<file path="src/rtl/floor_indicator_if.sv">
// Status lines from the movement controller and the passenger-facing display outputs.
// The controller side uses the master modport; the indicator uses the slave modport.
interface floor_indicator_if;
  logic       floor1;
  logic       floor2;
  logic       floor3;
  logic       door;
  logic       moving;
  logic       sos_mode;
  logic       weight_limit_exceeded;
  logic [6:0] seg;
  logic       dir_up;
  logic       dir_down;
  logic       chime;
  logic       alarm_led;
  logic       fault;

  modport master (
    output floor1, floor2, floor3, door, moving, sos_mode, weight_limit_exceeded,
    input  seg, dir_up, dir_down, chime, alarm_led, fault
  );

  modport slave (
    input  floor1, floor2, floor3, door, moving, sos_mode, weight_limit_exceeded,
    output seg, dir_up, dir_down, chime, alarm_led, fault
  );
endinterface

</file>
<file path="src/rtl/floor_indicator.sv">
// Floor indicator: debounced floor digit, direction arrows, arrival chime and alarm blink.
// Define ARRIVAL_CHIME_EN to build the ARRIVE state and chime pulse; otherwise chime is tied low.
module floor_indicator #(
  parameter int SETTLE_CYCLES = 2,
  parameter int BLINK_DIV     = 25,
  parameter int CHIME_CYCLES  = 4
) (
  input logic               clk,
  input logic               rst_n,
  floor_indicator_if.slave  ind
);

  localparam int SW = $clog2(SETTLE_CYCLES + 1);
  localparam int BW = $clog2(BLINK_DIV + 1);
  localparam logic [SW-1:0] SETTLE_MAX = SW'(SETTLE_CYCLES);
  localparam logic [BW-1:0] BLINK_LAST = BW'(BLINK_DIV - 1);

  localparam logic [6:0] SEG_F1   = 7'b0000110;
  localparam logic [6:0] SEG_F2   = 7'b1011011;
  localparam logic [6:0] SEG_F3   = 7'b1001111;
  localparam logic [6:0] SEG_DASH = 7'b1000000;

  typedef enum logic [1:0] {
    IDLE   = 2'd0,
    TRAVEL = 2'd1,
`ifdef ARRIVAL_CHIME_EN
    ARRIVE = 2'd2,
`endif
    ALERT  = 2'd3
  } state_t;

  function automatic logic [1:0] floor_num(input logic [2:0] pat);
    case (pat)
      3'b001:  floor_num = 2'd1;
      3'b010:  floor_num = 2'd2;
      3'b100:  floor_num = 2'd3;
      default: floor_num = 2'd0;
    endcase
  endfunction

  function automatic logic [6:0] seg_code(input logic [2:0] pat);
    case (pat)
      3'b001:  seg_code = SEG_F1;
      3'b010:  seg_code = SEG_F2;
      3'b100:  seg_code = SEG_F3;
      default: seg_code = SEG_DASH;
    endcase
  endfunction

  state_t          state_q, state_d;
  logic [2:0]      samp_q, cand_q, cand_d, acc_q, acc_d;
  logic [SW-1:0]   stab_q, stab_d;
  logic            accept;
  logic [1:0]      last_q, last_d, new_floor;
  logic [BW-1:0]   blink_q, blink_d;
  logic            blank_q, blank_d;
  logic [6:0]      seg_q, seg_d;
  logic            up_q, up_d, down_q, down_d;
  logic            alarm_q, alarm_d, fault_q, fault_d;
  logic            alarm_in;

`ifdef ARRIVAL_CHIME_EN
  localparam int CW = $clog2(CHIME_CYCLES + 1);
  localparam logic [CW-1:0] CHIME_MAX = CW'(CHIME_CYCLES);
  logic [CW-1:0]   chime_cnt_q, chime_cnt_d;
  logic            chime_q, chime_d;
`endif

  assign alarm_in = ind.sos_mode | ind.weight_limit_exceeded;

  // A candidate pattern must be seen SETTLE_CYCLES samples in a row; acceptance and
  // the display update happen on the same edge so outputs land SETTLE_CYCLES+1 edges in.
  always_comb begin
    stab_d = stab_q;
    cand_d = samp_q;
    acc_d  = acc_q;
    accept = 1'b0;
    if (samp_q == acc_q) begin
      stab_d = '0;
    end else begin
      if (samp_q == cand_q)
        stab_d = (stab_q == SETTLE_MAX) ? stab_q : stab_q + 1'b1;
      else
        stab_d = SW'(1);
      if (stab_d == SETTLE_MAX) begin
        accept = 1'b1;
        acc_d  = samp_q;
        stab_d = '0;
      end
    end
  end

  always_comb begin
    up_d      = up_q;
    down_d    = down_q;
    last_d    = last_q;
    new_floor = floor_num(acc_d);
    if (accept && new_floor != 2'd0) begin
      last_d = new_floor;
      if (new_floor > last_q) begin
        up_d   = 1'b1;
        down_d = 1'b0;
      end else if (new_floor < last_q) begin
        up_d   = 1'b0;
        down_d = 1'b1;
      end
    end
    if (state_q == IDLE && ind.door) begin
      up_d   = 1'b0;
      down_d = 1'b0;
    end
  end

  always_comb begin
    state_d = state_q;
    blink_d = '0;
    blank_d = 1'b0;
`ifdef ARRIVAL_CHIME_EN
    chime_cnt_d = chime_cnt_q;
    chime_d     = chime_q;
`endif
    if (alarm_in) begin
      state_d = ALERT;
`ifdef ARRIVAL_CHIME_EN
      chime_cnt_d = '0;
      chime_d     = 1'b0;
`endif
      if (state_q == ALERT) begin
        if (blink_q == BLINK_LAST) begin
          blink_d = '0;
          blank_d = ~blank_q;
        end else begin
          blink_d = blink_q + 1'b1;
          blank_d = blank_q;
        end
      end
    end else begin
      case (state_q)
        IDLE:   if (ind.moving) state_d = TRAVEL;
        TRAVEL: if (!ind.moving) begin
`ifdef ARRIVAL_CHIME_EN
          state_d     = ARRIVE;
          chime_cnt_d = CHIME_MAX;
          chime_d     = 1'b1;
`else
          state_d = IDLE;
`endif
        end
`ifdef ARRIVAL_CHIME_EN
        ARRIVE: begin
          if (ind.moving) begin
            state_d     = TRAVEL;
            chime_cnt_d = '0;
            chime_d     = 1'b0;
          end else if (chime_cnt_q <= CW'(1)) begin
            state_d     = IDLE;
            chime_cnt_d = '0;
            chime_d     = 1'b0;
          end else begin
            chime_cnt_d = chime_cnt_q - 1'b1;
          end
        end
`endif
        ALERT:   state_d = ind.moving ? TRAVEL : IDLE;
        default: state_d = IDLE;
      endcase
    end
  end

  always_comb begin
    seg_d   = (state_d == ALERT && blank_d) ? '0 : seg_code(acc_d);
    fault_d = (floor_num(acc_d) == 2'd0);
    alarm_d = (state_d == ALERT);
  end

  always_ff @(posedge clk or negedge rst_n) begin
    if (!rst_n) begin
      state_q <= IDLE;
      samp_q  <= 3'b001;
      cand_q  <= 3'b001;
      acc_q   <= 3'b001;
      stab_q  <= '0;
      last_q  <= 2'd1;
      blink_q <= '0;
      blank_q <= 1'b0;
      seg_q   <= SEG_F1;
      up_q    <= 1'b0;
      down_q  <= 1'b0;
      alarm_q <= 1'b0;
      fault_q <= 1'b0;
    end else begin
      state_q <= state_d;
      samp_q  <= {ind.floor3, ind.floor2, ind.floor1};
      cand_q  <= cand_d;
      acc_q   <= acc_d;
      stab_q  <= stab_d;
      last_q  <= last_d;
      blink_q <= blink_d;
      blank_q <= blank_d;
      seg_q   <= seg_d;
      up_q    <= up_d;
      down_q  <= down_d;
      alarm_q <= alarm_d;
      fault_q <= fault_d;
    end
  end

`ifdef ARRIVAL_CHIME_EN
  always_ff @(posedge clk or negedge rst_n) begin
    if (!rst_n) begin
      chime_cnt_q <= '0;
      chime_q     <= 1'b0;
    end else begin
      chime_cnt_q <= chime_cnt_d;
      chime_q     <= chime_d;
    end
  end
  assign ind.chime = chime_q;
`else
  assign ind.chime = 1'b0;
`endif

  assign ind.seg       = seg_q;
  assign ind.dir_up    = up_q;
  assign ind.dir_down  = down_q;
  assign ind.alarm_led = alarm_q;
  assign ind.fault     = fault_q;

endmodule

</file>
<file path="src/flat_wrapper.sv">
// flat-port wrapper written by rule: the top's interface ports become plain ports
module floor_indicator_flat 
#(
  parameter int SETTLE_CYCLES = 2,
  parameter int BLINK_DIV     = 25,
  parameter int CHIME_CYCLES  = 4
)
  (clk, rst_n, ind_floor1, ind_floor2, ind_floor3, ind_door, ind_moving, ind_sos_mode, ind_weight_limit_exceeded, ind_seg, ind_dir_up, ind_dir_down, ind_chime, ind_alarm_led, ind_fault);
  floor_indicator_if ind_i ();
  input logic clk;
  input logic rst_n;
  input wire logic [$bits(ind_i.floor1)-1:0] ind_floor1;
  input wire logic [$bits(ind_i.floor2)-1:0] ind_floor2;
  input wire logic [$bits(ind_i.floor3)-1:0] ind_floor3;
  input wire logic [$bits(ind_i.door)-1:0] ind_door;
  input wire logic [$bits(ind_i.moving)-1:0] ind_moving;
  input wire logic [$bits(ind_i.sos_mode)-1:0] ind_sos_mode;
  input wire logic [$bits(ind_i.weight_limit_exceeded)-1:0] ind_weight_limit_exceeded;
  output wire logic [$bits(ind_i.seg)-1:0] ind_seg;
  output wire logic [$bits(ind_i.dir_up)-1:0] ind_dir_up;
  output wire logic [$bits(ind_i.dir_down)-1:0] ind_dir_down;
  output wire logic [$bits(ind_i.chime)-1:0] ind_chime;
  output wire logic [$bits(ind_i.alarm_led)-1:0] ind_alarm_led;
  output wire logic [$bits(ind_i.fault)-1:0] ind_fault;
  assign ind_i.floor1 = ind_floor1;
  assign ind_i.floor2 = ind_floor2;
  assign ind_i.floor3 = ind_floor3;
  assign ind_i.door = ind_door;
  assign ind_i.moving = ind_moving;
  assign ind_i.sos_mode = ind_sos_mode;
  assign ind_i.weight_limit_exceeded = ind_weight_limit_exceeded;
  assign ind_seg = ind_i.seg;
  assign ind_dir_up = ind_i.dir_up;
  assign ind_dir_down = ind_i.dir_down;
  assign ind_chime = ind_i.chime;
  assign ind_alarm_led = ind_i.alarm_led;
  assign ind_fault = ind_i.fault;
  floor_indicator #(.SETTLE_CYCLES(SETTLE_CYCLES), .BLINK_DIV(BLINK_DIV), .CHIME_CYCLES(CHIME_CYCLES)) u_core (.clk(clk), .rst_n(rst_n), .ind(ind_i));
endmodule
</file>
<file path="config.mk">
export PLATFORM = sky130hd
export DESIGN_NAME = floor_indicator_flat
export DESIGN_NICKNAME = d
export VERILOG_FILES = /design/src/rtl/floor_indicator_if.sv /design/src/rtl/floor_indicator.sv /design/src/flat_wrapper.sv
export SDC_FILE = /design/constraint.sdc
export NUM_CORES = 1
export LEC_CHECK = 0
export CELL_PAD_IN_SITES_DETAIL_PLACEMENT = 0
export CELL_PAD_IN_SITES_GLOBAL_PLACEMENT = 1
export CORE_ASPECT_RATIO = 0.9
export CORE_MARGIN = 2
export CORE_UTILIZATION = 25
export DETAILED_ROUTE_END_ITERATION = 10
export PLACE_DENSITY = 0.6
export SYNTH_ARGS = -nofsm -noshare
export SYNTH_HDL_FRONTEND = slang
export SYNTH_SLANG_ARGS = --single-unit
export TNS_END_PERCENT = 10
</file>
<file path="constraint.sdc">
create_clock -name clk -period 3.01 [get_ports clk]
set_clock_uncertainty 0.1 [all_clocks]
set_input_delay 0.602 -clock clk [delete_from_list [all_inputs] [get_ports clk]]
set_output_delay 0.602 -clock clk [all_outputs]
set_load 0.05 [all_outputs]
</file>
# Yosys cells after proc, flatten, opt, wreduce, memory -nomap -nowiden
# Index checks and enable logic that the tools add are counted.
# classes
n_addsub	2
mul	0
div_mod_pow	0
n_lt_le_gt_ge	2
n_eq_ne	11
n_shift	0
mux	31
bitwise	2
n_reduce_logical	9
# op_table
cell	n
case mux 7 bit (3 select lines)	1
two-way mux 2 bit	8
two-way mux 5 bit	3
two-way mux 1 bit	14
case mux 2 bit (3 select lines)	2
== test 2 bit, second input constant	4
two-way mux 7 bit	1
== test 3 bit	2
two-way mux 3 bit	2
adder 5 x 1 -> 5 bit, second input constant	1
== test 5 bit, second input constant	1
zero test 2 bit	2
nonzero test 2 bit	2
== test 3 x 1 -> 1 bit, second input constant	1
== test 3 x 2 -> 1 bit, second input constant	1
== test 3 bit, second input constant	1
logical AND 1 bit	3
nonzero test 3 bit	1
adder 2 x 1 -> 2 bit, second input constant	1
== test 2 x 1 -> 1 bit, second input constant	1
greater-than comparator 2 bit	1
< comparator 2 bit	1
AND reduction 2 bit	1
inverter 1 bit	1
bitwise OR 1 bit	1
# totals
reg_bits	32
latch_bits	0
ramBits	0
mem_bits_ro	0
input_bits	9
out_inout_bits	12
wordCells	70
n_memories	0

# Longest topological paths before layout
# depth
depth_word	14
ltp_mapped	10
ltp_nobuf	10

# Worst setup path after synthesis
# Ideal clock, no wire load.
# synth_timing
kind	register -> register
startpoint	register u_core.samp_q[0] (netlist: u_core.cand_d[0])
endpoint	register u_core.up_q (netlist: u_core.ind.dir_up)
setup_ns	0.120
arrival_ns	2.217
t_required_ns	2.790
setup_slack_ns	0.572
path_stages_with_launch	9
path_buffers	1
synth_period_minus_slack_ns	2.438
cell_sequence	dfstp_2 -> buf_6 -> xor2_1 -> nor4_4 -> mux2_2 -> ha_1 -> nand2_1 -> and4_1 -> o211a_1
# synth_via
elab_chain_len	12
word_cells_on_any_way	23
cone_classes	2 x order compare; 6 x eq/ne; 10 x mux; 5 x reduce/logical
# synth_lines
element	line_no	rtl
start: declaration	floor_indicator.sv:51	logic [2:0] samp_q, cand_q, cand_d, acc_q, acc_d;
start signal: assignment	floor_indicator.sv:193	samp_q <= {ind.floor3, ind.floor2, ind.floor1};
== test 3 bit	floor_indicator.sv:81	if (samp_q == cand_q)
two-way mux 2 bit	floor_indicator.sv:81	
two-way mux 2 bit	floor_indicator.sv:78	if (samp_q == acc_q) begin
== test 2 bit	floor_indicator.sv:85	if (stab_d == SETTLE_MAX) begin
two-way mux 3 bit	floor_indicator.sv:85	
two-way mux 3 bit *	floor_indicator.sv:78	
== test 3 bit, or another cell as far along	floor_indicator.sv:33	case (pat)
case mux 2 bit (3 select lines) *	floor_indicator.sv:33	
net u_core.new_floor[1]	floor_indicator.sv:54	logic [1:0] last_q, last_d, new_floor;
greater-than comparator 2 bit or nonzero test 2 bit (tied branches)	floor_indicator.sv:100, floor_indicator.sv:98	
two-way mux 1 bit or logical AND 1 bit (tied branches)	floor_indicator.sv:100, floor_indicator.sv:98	
two-way mux 1 bit or nonzero test 2 bit (tied branches)	-	
two-way mux 1 bit or AND reduction 2 bit (tied branches)	-	
end signal: assignment	floor_indicator.sv:201	up_q <= up_d;
end: declaration	floor_indicator.sv:58	logic up_q, up_d, down_q, down_d;
# The timed path passes the listed nets; every way through them passes the cells marked *. The select of a mux whose other input is x is not followed.
# A chain may end at the register's enable or synchronous reset.

# Worst setup path in the final report
# layout_timing
startpoint	register u_core.samp_q[1] (netlist: u_core.cand_d[1])
endpoint	register u_core.up_q (netlist: u_core.ind.dir_up)
# layout_via
elab_chain_len	12
word_cells_on_any_way	23
cone_classes	2 x order compare; 6 x eq/ne; 10 x mux; 5 x reduce/logical
# layout_lines
element	line_no
== test 3 bit	floor_indicator.sv:81
two-way mux 2 bit	floor_indicator.sv:81
two-way mux 2 bit	floor_indicator.sv:78
== test 2 bit	floor_indicator.sv:85
two-way mux 3 bit	floor_indicator.sv:85
two-way mux 3 bit	floor_indicator.sv:78
== test 3 bit, or another cell as far along	floor_indicator.sv:33
case mux 2 bit (3 select lines)	floor_indicator.sv:33
greater-than comparator 2 bit or nonzero test 2 bit (tied branches)	floor_indicator.sv:100, floor_indicator.sv:98
two-way mux 1 bit or logical AND 1 bit (tied branches)	floor_indicator.sv:100, floor_indicator.sv:98
two-way mux 1 bit or nonzero test 2 bit (tied branches)	-
two-way mux 1 bit or AND reduction 2 bit (tied branches)	-
# Parallel ways exist; a longest one is shown, timed or not. The select of a mux whose other input is x is not followed.

==> summary.md <==
| Metric | Value |
|---|---|
| Run status | completed |
| Pin count of the biggest net entering global routing | 31 |
| Maximum root-to-sink buffer count | 2 |
| Num CTS Buffers | 5 |
| Final weighted congestion in routability-driven placement | between 0.7 and 0.8 |
| Critical path required time | approximately 3.1 ns |
| Root Driver | sky130_fd_sc_hd__clkbuf_8 |
| Average via count per standard cell | 4.212 |
| Total routing resource utilization after global routing | 0.08590 |
| Total power density per cell area | between 900 and 1000 nW/um^2 |
| Amount of wire on met3 after detailed routing | between 80 and 90 um |
| Proportion of synthesized flip-flops having asynchronous set or reset | 1.000 |
| Cell-by-cell listing of the critical path | xor2_2 -> nor4_4 -> buf_4 -> mux2i_1 -> ha_1 -> inv_1 -> a21oi_1 -> nand4_1 -> o211a_1 |
| Dominant combinational cell family by area after synthesis | simple AND/OR/NAND/NOR gates |
| CTS clk-pin slew, worst paths | around 0.060 ns |
| Met2 wire length | roughly 1.2 mm |
| Worst path max stage delay | about 0.53 ns |
| Final antenna diode count | 0 |
| CTS tree | built |
| Yosys top cell by area | sky130_fd_sc_hd__dfrtp_1 |
| Cells on Worst Hold Path | 0 |
| Nature of the critical path startpoint | flop |
| Capturing element type of the critical path | flop |
| Fill cell instance count of the final layout | 596 |
| Area share of the largest cell type after synthesis | 0.4124 |
| Total setup buffers inserted after CTS | 0 |
| Layout overhead on the synthesized area | 21.05% |
| Clock Sinks | 30 |
| Number of design-rule violations left by the first detailed-router iteration | 46 |
| Number of top-level pins | 21 |
| Top Layer Used | met4 |
| Non-filler cells in the finished layout | about 220 |
| First-pass GRT wire length | between 4 and 5 mm |
| Area of the core | around 5700 um^2 |
| Synthesized-area fraction occupied by xor and xnor cells | 0.08935 |
| # hold bufs at CTS | 0 |
| Clock insertion delay at the later pin of the skew report | between 0.2 and 0.3 ns |
| Number of distinct standard cells referenced by the synthesized netlist | a little over 40 |
| Highest attainable clock frequency | between 400 and 500 MHz |
| Detailed-routing iteration count for the pre-antenna-repair pass | 4 |
| Synthesized-area fraction occupied by and/or/nand/nor cells | 0.1641 |
| Starting utilization of the core area | 0.2573 |
| Via Count | just over 900 |
| Width of the die | 84.46 um |
| Congestion Overflow GR | 0 |
| Worst-case vdd ir drop | roughly 430 uV |
| Wl on met1 | roughly 1.2 mm |
| Site row count | 26 |
| Residual DRC count | 0 |
| Post-synth top cells | 24 x sky130_fd_sc_hd__dfrtp_1, 13 x sky130_fd_sc_hd__nor2_1, 9 x sky130_fd_sc_hd__xnor2_1 |
| Portion of the clock cycle consumed by the worst path in the final layout | 0.8225 |
| Per-cell routed wire length | about 11 um |
| Residual antenna-violating net count after detailed routing | 0 |
| Worst reg2reg path depth | 9 |
| Wirelength, routed | around 2.5 mm |
| Start-to-end type of the worst setup path | reg2reg |
| Final total power | approximately 1600 uW |
| Arrival time of the worst setup path | around 2.6 ns |
| Number of maximum-capacitance constraint violations | 0 |
| Top cells by area, synth | sky130_fd_sc_hd__dfrtp_1 41%, sky130_fd_sc_hd__dfstp_2 11%, sky130_fd_sc_hd__xnor2_1 5.4%, sky130_fd_sc_hd__ha_1 4.3%, sky130_fd_sc_hd__nor2_1 3.4% |
| Synthesized flop and latch total | 30 |
| Post-synth EDFFs | 0 |
| Area fraction in compound gates after synthesis | 0.06615 |
| Half-perimeter wire length after detailed placement | about 1.8 mm |
| Htree depth | 2 |
| Fraction of layout instances using a drive strength above 1 | 0.1701 |
| Hold Slack | about 0.35 ns |
| Number of slew-limit violations in the final report | 0 |
| Die footprint | around 6500 um^2 |
| Total Neg Setup Slack | 0 ns |
| Final #Nets | 160 |
| Placed insts | approximately 210 |
| Number of gates resized after cts | 0 |
| Port Buffer Count | 18 |
| Leakage power of the design | roughly 0.00073 uW |
| Most common cell in the synthesized netlist | sky130_fd_sc_hd__dfrtp_1 |
| Final Hold Viols | 0 |
| Via count of the first global-routing pass | about 930 |
| Setup Viol. Count Final | 0 |
| Highest net fanout along the worst path | 14 |
| Cell type of the slowest stage on the worst timing path | sky130_fd_sc_hd__dfrtp_1 |
| Ys flop type | sky130_fd_sc_hd__dfrtp_1 |
| RSZ-0062 raised after global routing | no |
| Area of the mapped netlist | approximately 1500 um^2 |
| Warnings from Yosys | 0 |
| Post-synthesis average cell area | 11.38 um^2 |
| Tmin final | 2.476 ns |
| Number of antenna violations at the first check in global routing | 0 |
| Sequential fraction of the synthesis area | 0.5206 |
| Post-synthesis share of cell area spent on full adders, half adders and majority gates | 0.04296 |
| Synth Instances | 128 |
| Fraction of synthesized area in multiplexers | 0.04467 |
| Die Y | approximately 76 um |
| Type of the worst min-delay path | reg2reg |
stage by stage:
stage                     setup WS, ns  utilization  cell area [um^2]
final                           0.5342       0.3115              1763
after global routing            0.2695       0.3115              1763
after CTS                       0.5392       0.3115              1763
after detailed placement        0.5467       0.2947              1668
after global placement          0.5794       0.2947              1668
after floorplan                 0.5723            -              1460
final cells by class:
cell class | instances | area (um^2) | area share
Sequential cell | 30 | 758.2 | 0.4301
Clock buffer | 6 | 82.58 | 0.04684
Timing Repair Buffer | 20 | 195.2 | 0.1107
Clock inverter | 2 | 12.51 | 0.007097
Tap cell | 70 | 87.58 | 0.04968
Inverter | 7 | 26.28 | 0.01490
Multi-Input combinational cell | 82 | 600.6 | 0.3407
layer usage:
metal | vias up | global-route usage
met5 | - | 0
met1 | 440 | 0.1083
met3 | 6 | 0.02275
met4 | 0 | 0.04762
met2 | 16 | 0.1333
li1 | 452 | -
critical path: cells and delay by family, from the launching register on:
kind / cells / cell delay [ns]
compound gates: 2 / 0.29
xor+xnor: 1 / 0.25
fa+ha+maj: 1 / 0.18
buf+inv: 2 / 0.29
flops: 1 / 0.53
mux: 1 / 0.28
simple gates: 2 / 0.44
report_power, final:
part	switching, uW	total [uW]	internal [uW]
sequential	84.4	605	521
combinational	396	666	270
clock	150	334	183
registers in the layout, summed over array words and instances (netlist names), 2 cells and up:
name and count:
u_core.stab_q 2, u_core.state_q 2, u_core.ind.seg 5, u_core.blink_q 5, u_core.cand_d 3, u_core.last_q 2, u_core.cand_q 3, u_core.acc_q 3
cell families (layout without fill, tap and decap cells):
kind of cell,count (synthesis),in the layout
AOI/OAI and AO/OA,13,13
xor gates and xnor gates,14,14
adders and majority gates,5,5
buffers and inverters,17,35
DFF,30,30
muxes,6,6
other,1,2
and+or+nand+nor,42,42
cells in the final DEF, fill, tap and decap left out, drive strengths merged, types with 2 or more instances in the layout:
cell type,netlist,layout
nand2,4,4
nand3,5,5
or2,2,2
buf,7,2
clkbuf,3,6
mux2,4,4
nor3,2,2
mux2i,2,2
inv,7,7
dfstp,6,6
and3,2,2
dfrtp,24,24
nor2,13,13
a21oi,3,3
xnor2,9,9
ha,5,5
xor2,5,5
and2,4,4
nand2b,2,2
conb,1,2
clkdlybuf4s50,0,18
worst paths after layout:
check / slack, ns / to / startpoint
worst min register to register: 0.35 / u_core.cand_q[0]$_DFF_PN1_ / u_core.cand_d[0]$_DFF_PN1_
max in group asynchronous: 1.90 / u_core.ind.seg[1]$_DFF_PN1_ / rst_n
min in group asynchronous: 0.60 / u_core.acc_q[1]$_DFF_PN0_ / rst_n
worst min-delay path: 0.35 / u_core.cand_q[0]$_DFF_PN1_ / u_core.cand_d[0]$_DFF_PN1_
worst max register to register: 0.53 / u_core.ind.dir_up$_DFFE_PN0P_ / u_core.cand_d[1]$_DFF_PN0_
worst max-delay path: 0.53 / u_core.ind.dir_up$_DFFE_PN0P_ / u_core.cand_d[1]$_DFF_PN0_
No activity file was read; power rests on OpenSTA's default activity.
